===== config.mk =====
export PLATFORM = sky130hd
export DESIGN_NAME = rail_sequence_monitor
export DESIGN_NICKNAME = d
export VERILOG_FILES = /design/src/rtl/rail_sequence_monitor.sv
export SDC_FILE = /design/constraint.sdc
export NUM_CORES = 1
export LEC_CHECK = 0
export CAP_MARGIN = 20
export CORE_MARGIN = 1
export CORE_UTILIZATION = 62
export CTS_BUF_LIST = sky130_fd_sc_hd__clkbuf_4 sky130_fd_sc_hd__clkbuf_8
export CTS_CLUSTER_DIAMETER = 80
export CTS_CLUSTER_SIZE = 25
export DETAILED_ROUTE_END_ITERATION = 6
export PLACE_DENSITY = 0.82
export REMOVE_ABC_BUFFERS = 1
export SYNTH_ARGS = -nofsm -noshare
export SYNTH_HDL_FRONTEND = slang
export SYNTH_SLANG_ARGS = --single-unit
export TNS_END_PERCENT = 50

===== constraint.sdc =====
create_clock -name i_clk -period 2.2 [get_ports i_clk]
set_input_delay 0.44 -clock i_clk [delete_from_list [all_inputs] [get_ports i_clk]]
set_output_delay 0.44 -clock i_clk [all_outputs]
set_load 0.02 [all_outputs]

===== src/rtl/rail_sequence_monitor.sv =====
// ---------------------------------------------------------------------------
// rail_sequence_monitor
//
// Power-good monitor for NUM_RAILS regulator rails. Each raw rail-good input
// is brought into the i_clk domain with a 2-FF synchroniser and then filtered
// by a per-rail debouncer. Once every filtered rail is good, the block waits
// STARTUP_DELAY cycles before asserting o_allGood. A rail lost while in GOOD
// latches a fault together with the mask of the rails that were low.
//
// Optional feature (macro RAIL_AUTO_RETRY_EN):
//   defined     - FAULT returns to WAIT by itself after RETRY_DELAY cycles
//   not defined - FAULT is held until i_fault_clear
//
// Ports:
//   i_clk          system clock
//   i_rst_n        asynchronous active-low reset
//   i_rails        raw rail-good inputs (asynchronous to i_clk)
//   i_enable       monitor enable; low forces IDLE (except from FAULT)
//   i_fault_clear  single-cycle pulse that clears a latched fault
//   o_allGood      registered, high only in GOOD
//   o_fault        registered, high only in FAULT
//   o_faultRails   rails that were low when the fault was taken (sticky)
//   o_state        IDLE=0, WAIT=1, DELAY=2, GOOD=3, FAULT=4
// ---------------------------------------------------------------------------
module rail_sequence_monitor #(
  parameter int          NUM_RAILS       = 5,
  parameter int          CNT_W           = 32,
  parameter int unsigned STARTUP_DELAY   = 32'd1000,
  parameter int          DEBOUNCE_CYCLES = 4,
  parameter int unsigned RETRY_DELAY     = 32'd100000
) (
  input  logic                 i_clk,
  input  logic                 i_rst_n,
  input  logic [NUM_RAILS-1:0] i_rails,
  input  logic                 i_enable,
  input  logic                 i_fault_clear,
  output logic                 o_allGood,
  output logic                 o_fault,
  output logic [NUM_RAILS-1:0] o_faultRails,
  output logic [2:0]           o_state
);

  typedef enum logic [2:0] {
    ST_IDLE  = 3'd0,
    ST_WAIT  = 3'd1,
    ST_DELAY = 3'd2,
    ST_GOOD  = 3'd3,
    ST_FAULT = 3'd4
  } state_t;

  logic [NUM_RAILS-1:0] sync1_q, sync2_q;
  logic [NUM_RAILS-1:0] filt_q, filt_d;
  logic                 all_ok;

  state_t               state_q, state_d;
  logic [CNT_W-1:0]     dly_cnt_q, dly_cnt_d;
  logic [NUM_RAILS-1:0] fault_rails_q, fault_rails_d;
  logic                 all_good_q, all_good_d;
  logic                 fault_q, fault_d;

  // Two-stage synchroniser on every raw rail input.
  always_ff @(posedge i_clk or negedge i_rst_n) begin
    if (!i_rst_n) begin
      sync1_q <= '0;
      sync2_q <= '0;
    end else begin
      sync1_q <= i_rails;
      sync2_q <= sync1_q;
    end
  end

  // The filtered value flips only after the synchronised value has disagreed
  // with it on DEBOUNCE_CYCLES+1 consecutive edges: the counter climbs to
  // DEBOUNCE_CYCLES, and the next disagreeing edge performs the flip. Any
  // agreeing edge restarts the count.
  generate
    if (DEBOUNCE_CYCLES == 0) begin : g_db_bypass
      always_comb filt_d = sync2_q;
    end else begin : g_db
      localparam int DbW = $clog2(DEBOUNCE_CYCLES + 1);
      for (genvar r = 0; r < NUM_RAILS; r++) begin : g_rail
        logic [DbW-1:0] cnt_q, cnt_d;
        logic           bit_d;

        always_comb begin
          cnt_d = '0;
          bit_d = filt_q[r];
          if (sync2_q[r] != filt_q[r]) begin
            if (cnt_q == DbW'(DEBOUNCE_CYCLES)) begin
              bit_d = sync2_q[r];
              cnt_d = '0;
            end else begin
              cnt_d = cnt_q + 1'b1;
            end
          end
        end

        always_ff @(posedge i_clk or negedge i_rst_n) begin
          if (!i_rst_n) cnt_q <= '0;
          else          cnt_q <= cnt_d;
        end

        assign filt_d[r] = bit_d;
      end
    end
  endgenerate

  assign all_ok = &filt_q;

`ifdef RAIL_AUTO_RETRY_EN
  logic [CNT_W-1:0] retry_cnt_q, retry_cnt_d;
  logic             retry_done;

  assign retry_done = (RETRY_DELAY == 0) ||
                      (retry_cnt_q == CNT_W'(RETRY_DELAY - 1));

  // Retry dwell counter runs only while sitting in FAULT.
  always_comb begin
    retry_cnt_d = '0;
    if (state_q == ST_FAULT && retry_cnt_q != '1) begin
      retry_cnt_d = retry_cnt_q + 1'b1;
    end
  end

  always_ff @(posedge i_clk or negedge i_rst_n) begin
    if (!i_rst_n) retry_cnt_q <= '0;
    else          retry_cnt_q <= retry_cnt_d;
  end
`endif

  // Next-state logic. Commanded shutdown (i_enable low) takes priority over
  // rail loss, so disabling the monitor never records a fault.
  always_comb begin
    state_d       = state_q;
    dly_cnt_d     = dly_cnt_q;
    fault_rails_d = fault_rails_q;

    unique case (state_q)
      ST_IDLE: begin
        dly_cnt_d = '0;
        if (i_enable) state_d = ST_WAIT;
      end

      ST_WAIT: begin
        dly_cnt_d = '0;
        if (!i_enable) begin
          state_d = ST_IDLE;
        end else if (all_ok) begin
          state_d = (STARTUP_DELAY == 0) ? ST_GOOD : ST_DELAY;
        end
      end

      ST_DELAY: begin
        if (!i_enable) begin
          state_d   = ST_IDLE;
          dly_cnt_d = '0;
        end else if (!all_ok) begin
          state_d   = ST_WAIT;
          dly_cnt_d = '0;
        end else if (dly_cnt_q == CNT_W'(STARTUP_DELAY - 1)) begin
          state_d   = ST_GOOD;
          dly_cnt_d = '0;
        end else if (dly_cnt_q != '1) begin
          dly_cnt_d = dly_cnt_q + 1'b1;
        end
      end

      ST_GOOD: begin
        dly_cnt_d = '0;
        if (!i_enable) begin
          state_d = ST_IDLE;
        end else if (!all_ok) begin
          state_d       = ST_FAULT;
          fault_rails_d = ~filt_q;
        end
      end

      ST_FAULT: begin
        dly_cnt_d = '0;
        if (i_fault_clear) begin
          state_d       = i_enable ? ST_WAIT : ST_IDLE;
          fault_rails_d = '0;
        end
`ifdef RAIL_AUTO_RETRY_EN
        else if (retry_done) begin
          state_d = ST_WAIT;
        end
`endif
      end

      default: begin
        state_d   = ST_IDLE;
        dly_cnt_d = '0;
      end
    endcase

    // A mask left over from an automatic retry is dropped on reaching GOOD.
    if (state_d == ST_GOOD) fault_rails_d = '0;
  end

  always_comb begin
    all_good_d = (state_d == ST_GOOD);
    fault_d    = (state_d == ST_FAULT);
  end

  always_ff @(posedge i_clk or negedge i_rst_n) begin
    if (!i_rst_n) begin
      filt_q        <= '0;
      state_q       <= ST_IDLE;
      dly_cnt_q     <= '0;
      fault_rails_q <= '0;
      all_good_q    <= 1'b0;
      fault_q       <= 1'b0;
    end else begin
      filt_q        <= filt_d;
      state_q       <= state_d;
      dly_cnt_q     <= dly_cnt_d;
      fault_rails_q <= fault_rails_d;
      all_good_q    <= all_good_d;
      fault_q       <= fault_d;
    end
  end

  assign o_allGood    = all_good_q;
  assign o_fault      = fault_q;
  assign o_faultRails = fault_rails_q;
  assign o_state      = state_q;

endmodule

== Word level (Yosys, flattened, before mapping) ==
Cells that the tools add are included.

* Bits in registers: 72
* Input port bits: 9
* Output and inout bits: 10
* Word-level logic and storage cells: 86

* $add $sub $neg: 6
* Equal/unequal tests: 22
* Multiplexer cells: 31
* Bitwise operators: 1
* Reduce and logical (&&, ||, !) cells: 9

{| class="wikitable"
|+ Operators by type and width
! kind !! count
|-
| 2-to-1 mux 32 bit || 5
|-
| 2-to-1 mux 3 bit || 19
|-
| adder 32 x 1 -> 32 bit (second input constant) || 1
|-
| equality test 32 x 10 -> 1 bit (second input constant) || 1
|-
| inequality test 32 bit (second input constant) || 1
|-
| equality test 3 bit (second input constant) || 7
|-
| 2-to-1 mux 5 bit || 4
|-
| adder 3 x 1 -> 3 bit (second input constant) || 5
|-
| one-hot mux 3 bit (5 select lines) || 1
|-
| one-hot mux 5 bit (2 select lines) || 1
|-
| AND reduction 2 bit || 5
|-
| equality test 3 x 2 -> 1 bit (second input constant) || 3
|-
| inequality test 3 bit (second input constant) || 3
|-
| inequality test 1 bit || 5
|-
| inequality test 5 bit (second input constant) || 1
|-
| NOT 5 bit || 1
|-
| AND reduction 5 bit || 1
|-
| AND reduction 4 bit || 1
|-
| equality test 3 x 1 -> 1 bit (second input constant) || 1
|-
| logical NOT 3 bit || 1
|-
| nonzero test 3 bit || 1
|-
| 2-to-1 mux 1 bit || 1
|}

== Logic depth before layout (Yosys ltp) ==
Gate-level depths: netlist of the first run.

* Depth in word-level cells: 8
* Mapped depth: 8
* Gate-level depth less buffers: 6

== Least setup slack after synthesis of the first run ==
Ideal clock, no wire load.

* Path type: reg-to-reg
* From: register dly_cnt_q[0]
* To: register dly_cnt_q[1]
* Library setup time: 0.121 ns
* Arrival time: 1.747 ns
* Path slack: 0.332 ns
* Cell stages (with the launch flop): 9
* Cell sequence: dfrtp_1 > ha_1 > nand2_1 > or3_1 > buf_2 > nor3_4 > buf_6 > mux2i_1 > nor2_1

* Longest elaborated chain between the ends: 6
* Elaborated cells on any way between the ends: 9
* Classes of those cells: add/sub: 1; eq/ne: 3; mux: 5

{| class="wikitable"
|+ Ends and longest elaborated chain
! element !! RTL line !! text
|-
| start: declaration || 56 || <nowiki>logic [CNT_W-1:0] dly_cnt_q, dly_cnt_d;</nowiki>
|-
| start signal: assignment || 217 || <nowiki>dly_cnt_q <= dly_cnt_d;</nowiki>
|-
| adder 32 x 1 -> 32 bit || 164 || <nowiki>dly_cnt_d = dly_cnt_q + 1'b1;</nowiki>
|-
| 2-to-1 mux 32 bit || 163 || <nowiki>end else if (dly_cnt_q != '1) begin</nowiki>
|-
| 2-to-1 mux 32 bit || 160 || <nowiki>end else if (dly_cnt_q == CNT_W'(STARTUP_DELAY - 1)) begin</nowiki>
|-
| 2-to-1 mux 32 bit || 157 || <nowiki>end else if (!all_ok) begin</nowiki>
|-
| 2-to-1 mux 32 bit || 154 || <nowiki>if (!i_enable) begin</nowiki>
|-
| 2-to-1 mux 32 bit || 138 || <nowiki>unique case (state_q)</nowiki>
|}

Parallel ways exist; a longest one is shown, timed or not. The select of a mux whose other input is x is not followed.
A chain may end at the register's enable or synchronous reset.

== Worst setup path in the final report of the first run ==
* From: register dly_cnt_q[31]
* To: register dly_cnt_q[3]

* Longest elaborated chain between the ends: 5
* Elaborated cells on any way between the ends: 7
* Classes of those cells: eq/ne: 3; mux: 4

{| class="wikitable"
|+ Ends and longest elaborated chain
! element !! RTL line
|-
| equality test 32 x 10 -> 1 bit || 160
|-
| 2-to-1 mux 32 bit || 160
|-
| 2-to-1 mux 32 bit || 157
|-
| 2-to-1 mux 32 bit || 154
|-
| 2-to-1 mux 32 bit || 138
|}

Parallel ways exist; a longest one is shown, timed or not.

==> results of run 1 <==
final cells by class:
cell class | count | area, sq um
Timing Repair Buffer | 36 | 348
Clock inverter | 6 | 92.6
Sequential cell | 72 | 1800
Multi-Input combinational cell | 238 | 1580
Clock buffer | 10 | 131
Fill cell | 328 | 1150
Tap cell | 70 | 87.6
Inverter | 13 | 48.8
metal layers:
layer,track usage (%),up-vias,routed length (um)
met5,0,-,0
met4,9.81,0,101
met3,6.67,8,233
met2,42.3,44,3470
met1,34.0,1289,3030
li1,-,1259,-
state kept, by name, summed over array words and instances (netlist names):
signal             flops
dly_cnt_q             32
filt_q                 5
g_db.g_rail.cnt_q     15
o_allGood              1
o_fault                1
o_faultRails           5
o_state                3
sync1_q                5
sync2_q                5
layout by cell type, fill, tap and decap left out, types with 4 or more instances in the layout:
| master | instances |
|---|---|
| nor3b_1 | 5 |
| or4_1 | 6 |
| nor3_1 | 8 |
| o2111ai_1 | 4 |
| mux2_2 | 10 |
| o21ai_0 | 7 |
| inv_1 | 13 |
| dfrtp_1 | 72 |
| xor2_1 | 14 |
| nor2b_1 | 6 |
| xnor2_1 | 7 |
| a21oi_1 | 14 |
| clkdlybuf4s50_1 | 17 |
| buf_4 | 15 |
| nand2_1 | 22 |
| nor2_1 | 41 |
| nand4_1 | 8 |
| clkbuf_8 | 9 |
| and3_1 | 7 |
| nand3_1 | 16 |
| and4_1 | 5 |
| or3_1 | 10 |
| ha_1 | 11 |
| o31ai_1 | 6 |
| mux2i_1 | 5 |
report_power, final:
part	switching [mW]	internal, mW
Combinational	0.224	0.229
Clock	0.515	0.657
Sequential	0.123	1.47
Total	0.863	2.35
through the flow:
step / utilization (%) / setup TNS, ns / worst slack, ns
after floorplan: - / -0.218 / -0.115
after global placement: 73.7 / 0 / 0.0414
after detailed placement: 73.7 / 0 / 0.0892
after CTS: 78.0 / 0 / 0.0628
after global routing: 78.1 / 0 / 0.00242
final: 78.1 / 0 / 0.126
path summary, 6_finish.rpt:
path / startpoint / to / slack (ns) / cells after the start
max in group asynchronous: i_rst_n / dly_cnt_q[24] / 1.88 / 2
worst max-delay path: dly_cnt_q[31] / dly_cnt_q[3] / 0.13 / 6
worst min register to register: sync1_q[1] / sync2_q[1] / 0.35 / 0
min in group i_clk: sync1_q[1] / sync2_q[1] / 0.35 / 0
worst max register to register: dly_cnt_q[31] / dly_cnt_q[3] / 0.13 / 6
worst min-delay path: i_rst_n / g_db.g_rail[0].cnt_q[1] / 0.08 / 2
cells by family after synthesis:
kind of cell / share of synthesized area, %
AO/OA/AOI/OAI: 8.89
XOR/XNOR: 5.29
adder cells (fa/ha/maj): 3.96
buffers and inverters: 2.95
flip-flops: 51.8
multiplexers: 4.68
AND/OR/NAND/NOR: 22.4
worst register-to-register path, stage by stage (launching register included):
cell     delay [ns]
dfrtp_1        0.43
or4_1          0.52
nor4_2         0.25
a31oi_1        0.19
nand4_1        0.18
buf_12         0.21
o21ba_2        0.19
==> reports/metrics.cfg, run 1 <==
[placed_design]
dpl_cell_area_sq_um=3860
placedCellCount=429
hpwl_um=4700
io_buffers=18
gp_congestion=0.806

[cells_and_area]
diodes=0
drive_gt1_share_pct=13.9
layoutNonFillerInstCount=445
nets=390
final_area_sq_um=4090
areaGrowthSynthToFinish_pct=17.6

[setup_path]
path_max_fanout=32
cp_cell_sequence=or4_1 > nor4_2 > a31oi_1 > nand4_1 > buf_12 > o21ba_2
critPathMaxStageDelay_ns=0.52
cp-end-kind=flip-flop
cp_num_buf_inv=1
slowest_stage=or4_1
cp-start-kind=flip-flop
worstPathArrival_ns=2.32
crit_type=flip-flop to flip-flop
crit_required_ns=2.45
cp_top_family=simple AND/OR/NAND/NOR gates

[power_and_ir_drop]
irDropWorstVdd_mv=0.531
leakagePower_nw=1.73
power.density_nw_per_um2=787
finalPower_mw=3.22

[global_routing]
grt_start_max_net_pins=46
grt_pass1_vias=2547
antenna_found_initial=0
grt_util_all_layers_pct=26.2
grt_pass1_wl_um=11900
overflow=0

[clocking]
post_cts_buffers=0
clk_pin_slew_ns=0.08
cts.path.max_buffers=2
cts_root_buf=clkbuf_8
htree_levels=3
clock-sinks=72
cts_inserted_buffers=9
tritoncts=built
clkLatencyLatePin_ns=0.35
holdBufCountCts=0
cts_resized=0

[timing]
max_slew_margin_pct=70.4
rsz0062_at_grt=no
setup_violations=0
tightestPinTransition_ns=0.442
finalHoldViolations=0
post-route-period-util_pct=94.3
drv_slew=0
fin_skew_ns=0.00524
layout_min_cycle_time_ns=2.07
fmax_mhz=482
hold_ws_ns=0.0794

[synth]
avgSynthCellArea_sq_um=10.4
synth_most_common_cell=dfrtp_1
synth_seq_cells=72
ys_warn_count=0
synth.cell_area_sq_um=3480
synth_commonest_cells=dfrtp_1 (72), nor2_1 (41), nand2_1 (22)
syn_inst=333
synth-edff-count=0
yosysSeqAreaShare_pct=51.8
synth.distinct_cells=43
synth_ff_type=dfrtp_1
synth_area_leaders=dfrtp_1 (52%), nor2_1 (4.4%), ha_1 (4.0%)
synth_top_area_cell=dfrtp_1
synth_top_area_share_pct=51.8
synth-async-reset-ratio_pct=100

[floorplan]
io_pins=19
die_h_um=76.9
rows=26
die-area_sq_um=5910
start_util_pct=66.4
fp.dieW_um=76.9
core_region_area_sq_um=5240

[drt]
drt_pre_antenna_iters=4
drc=0
vias=2600
ant_nets=0
drtIter0Drc=153
drt-total-wl_um=6830
viasPerCell=5.84
wl_per_cell_um=15.3

[run_status]
outcome=complete, no violations

[job]
cap_violations=0

[worst_hold_path]
hold_path_class=input port to asynchronous set/reset pin

Note: power is estimated with default switching activity, not from simulation.
==> inputs of run 2 (changes only) <==
- RECOVER_POWER: not set -> 100
==> run 2 against run 1 <==
  * Sequential cell count did not move
  * Setup slack got worse by 0.012 ns
  * Combinational power shrank 2%
  * Critical path type unchanged
  * Global-route usage unchanged
  * Critical path depth is the same
==> reports/metrics.cfg, run 2 (same netlist as run 1, synthesis figures left out) <==
[timing]
rsz0062_at_grt=no  ; unchanged
setup_violations=0  ; unchanged
tns_ns=0  ; unchanged
tightestPinTransition_ns=1.37  ; was 0.442 ns
layout_min_cycle_time_ns=2.09  ; was 2.07 ns
fin_skew_ns=0.00595  ; was 0.00524 ns
finalHoldViolations=0  ; unchanged
post-route-period-util_pct=94.8  ; was 94.3%
fmax_mhz=479  ; was 482 MHz
drv_slew=0  ; unchanged
max_slew_margin_pct=8.40  ; was 70.4%

[clocking]
tritoncts=built  ; unchanged
cts_inserted_buffers=9  ; unchanged
post_cts_buffers=0  ; unchanged
cts.path.max_buffers=2  ; unchanged
holdBufCountCts=0  ; unchanged
clock-sinks=72  ; unchanged
cts_root_buf=clkbuf_8  ; unchanged
clk_pin_slew_ns=0.08  ; about the same
cts_resized=0  ; unchanged
clkLatencyLatePin_ns=0.35  ; about the same
htree_levels=3  ; unchanged

[job]
cap_violations=0  ; unchanged

[cells_and_area]
final_common_cell=dfrtp_1  ; unchanged
top_register=dly_cnt_q  ; unchanged
largest_registers=dly_cnt_q (32), g_db.g_rail.cnt_q (15)  ; unchanged
layout_common_cells=dfrtp_1 (72), nor2_1 (41), nand2_1 (22)  ; unchanged
largest_register_ffs=32  ; unchanged
layoutNonFillerInstCount=445  ; unchanged
final_area_sq_um=4050  ; was 4090 sq um
areaGrowthSynthToFinish_pct=16.5  ; was 17.6%
drive_gt1_share_pct=13.1  ; was 13.9%
diodes=0  ; unchanged
post-route-util_pct=77.3  ; was 78.1%
nets=390  ; unchanged

[setup_path]
crit_required_ns=2.45  ; about the same
crit_type=flip-flop to flip-flop  ; unchanged
critPathMaxStageDelay_ns=0.53  ; was 0.52 ns
slowest_stage=or4_1  ; unchanged
path_max_fanout=32  ; unchanged
worstPathArrival_ns=2.33  ; was 2.32 ns
cp-start-kind=flip-flop  ; unchanged
cp_cell_sequence=or4_1 > nor4_2 > a31oi_1 > nand4_1 > buf_12 > o21ba_2  ; unchanged
cp-end-kind=flip-flop  ; unchanged

[placed_design]
placedCellCount=429  ; unchanged
io_buffers=18  ; unchanged
gp_congestion=0.806  ; unchanged
hpwl_um=4700  ; unchanged
dpl_cell_area_sq_um=3860  ; unchanged

[drt]
wl_per_cell_um=15.2  ; was 15.3 um
vias=2623  ; was 2600
drc=0  ; unchanged
drt_pre_antenna_iters=4  ; unchanged
viasPerCell=5.89  ; was 5.84
ant_nets=0  ; unchanged
drt-total-wl_um=6770  ; was 6830 um
drtIter0Drc=151  ; was 153

[floorplan]
die-area_sq_um=5910  ; unchanged
start_util_pct=66.4  ; unchanged
core_region_area_sq_um=5240  ; unchanged
fp.dieW_um=76.9  ; unchanged
io_pins=19  ; unchanged
die_h_um=76.9  ; unchanged
rows=26  ; unchanged

[worst_hold_path]
hold_path_class=flip-flop to flip-flop  ; was input port to asynchronous set/reset pin

[global_routing]
grt_pass1_wl_um=11900  ; unchanged
grt_pass1_vias=2547  ; unchanged
overflow=0  ; unchanged
grt_util_all_layers_pct=26.2  ; unchanged
antenna_found_initial=0  ; unchanged
grt_start_max_net_pins=46  ; unchanged

[power_and_ir_drop]
power.density_nw_per_um2=791  ; was 787 nW/um^2
finalPower_mw=3.21  ; was 3.22 mW
irDropWorstVdd_mv=0.532  ; was 0.531 mV
leakagePower_nw=1.75  ; was 1.73 nW

[run_status]
outcome=complete, no violations  ; unchanged

==> run 2: critical path, delay by kind of cell (launching register included) <==
| kind | cells | cell delay [ns] |
|---|---|---|
| AO/OA/AOI/OAI | 2 | 0.37 |
| buffers and inverters | 1 | 0.20 |
| AND/OR/NAND/NOR | 3 | 0.97 |
| flip-flops | 1 | 0.44 |
==> run 2: where the power goes <==
group          switching (mW)  internal, mW  total (mW)
registers               0.123          1.47        1.59
clock network           0.515         0.657        1.17
logic                   0.223         0.220       0.443
==> run 2: final cells by class <==
class	count	area [sq um]
clock inverter	6	92.6
inverter	13	48.8
multi-input combinational	238	1580
tap	70	87.6
fill	335	1190
timing repair buffer	36	309
sequential	72	1800
clock buffer	10	131
==> run 2: final timing paths <==
check,startpoint,to,slack [ns],cells after the start
min in group asynchronous,i_rst_n,g_db.g_rail[1].cnt_q[1],0.43,2
max in group asynchronous,i_rst_n,g_db.g_rail[3].cnt_q[0],0.86,2
max reg2reg,dly_cnt_q[31],dly_cnt_q[3],0.11,6
min reg2reg,sync1_q[1],sync2_q[1],0.35,0
min,sync1_q[1],sync2_q[1],0.35,0
max,dly_cnt_q[31],dly_cnt_q[3],0.11,6
==> run 2: per-layer routing <==
metal | part of all wire (%) | wire length [um] | global-route usage, % | up-vias
met4 | 1.5 | 104 | 9.81 | 0
met3 | 3.6 | 247 | 6.67 | 8
met1 | 44 | 2970 | 34.0 | 1306
met5 | 0 | 0 | 0 | -
li1 | - | - | - | 1264
met2 | 51 | 3450 | 42.3 | 45
==> run 2: through the flow <==
stage	hold slack, ns	setup WS [ns]
finish	0.351	0.114
global route	0.361	0.00242
CTS	0.0660	0.0628
detailed placement	0.335	0.0892
global placement	0.332	0.0414
floorplan	0.144	-0.115
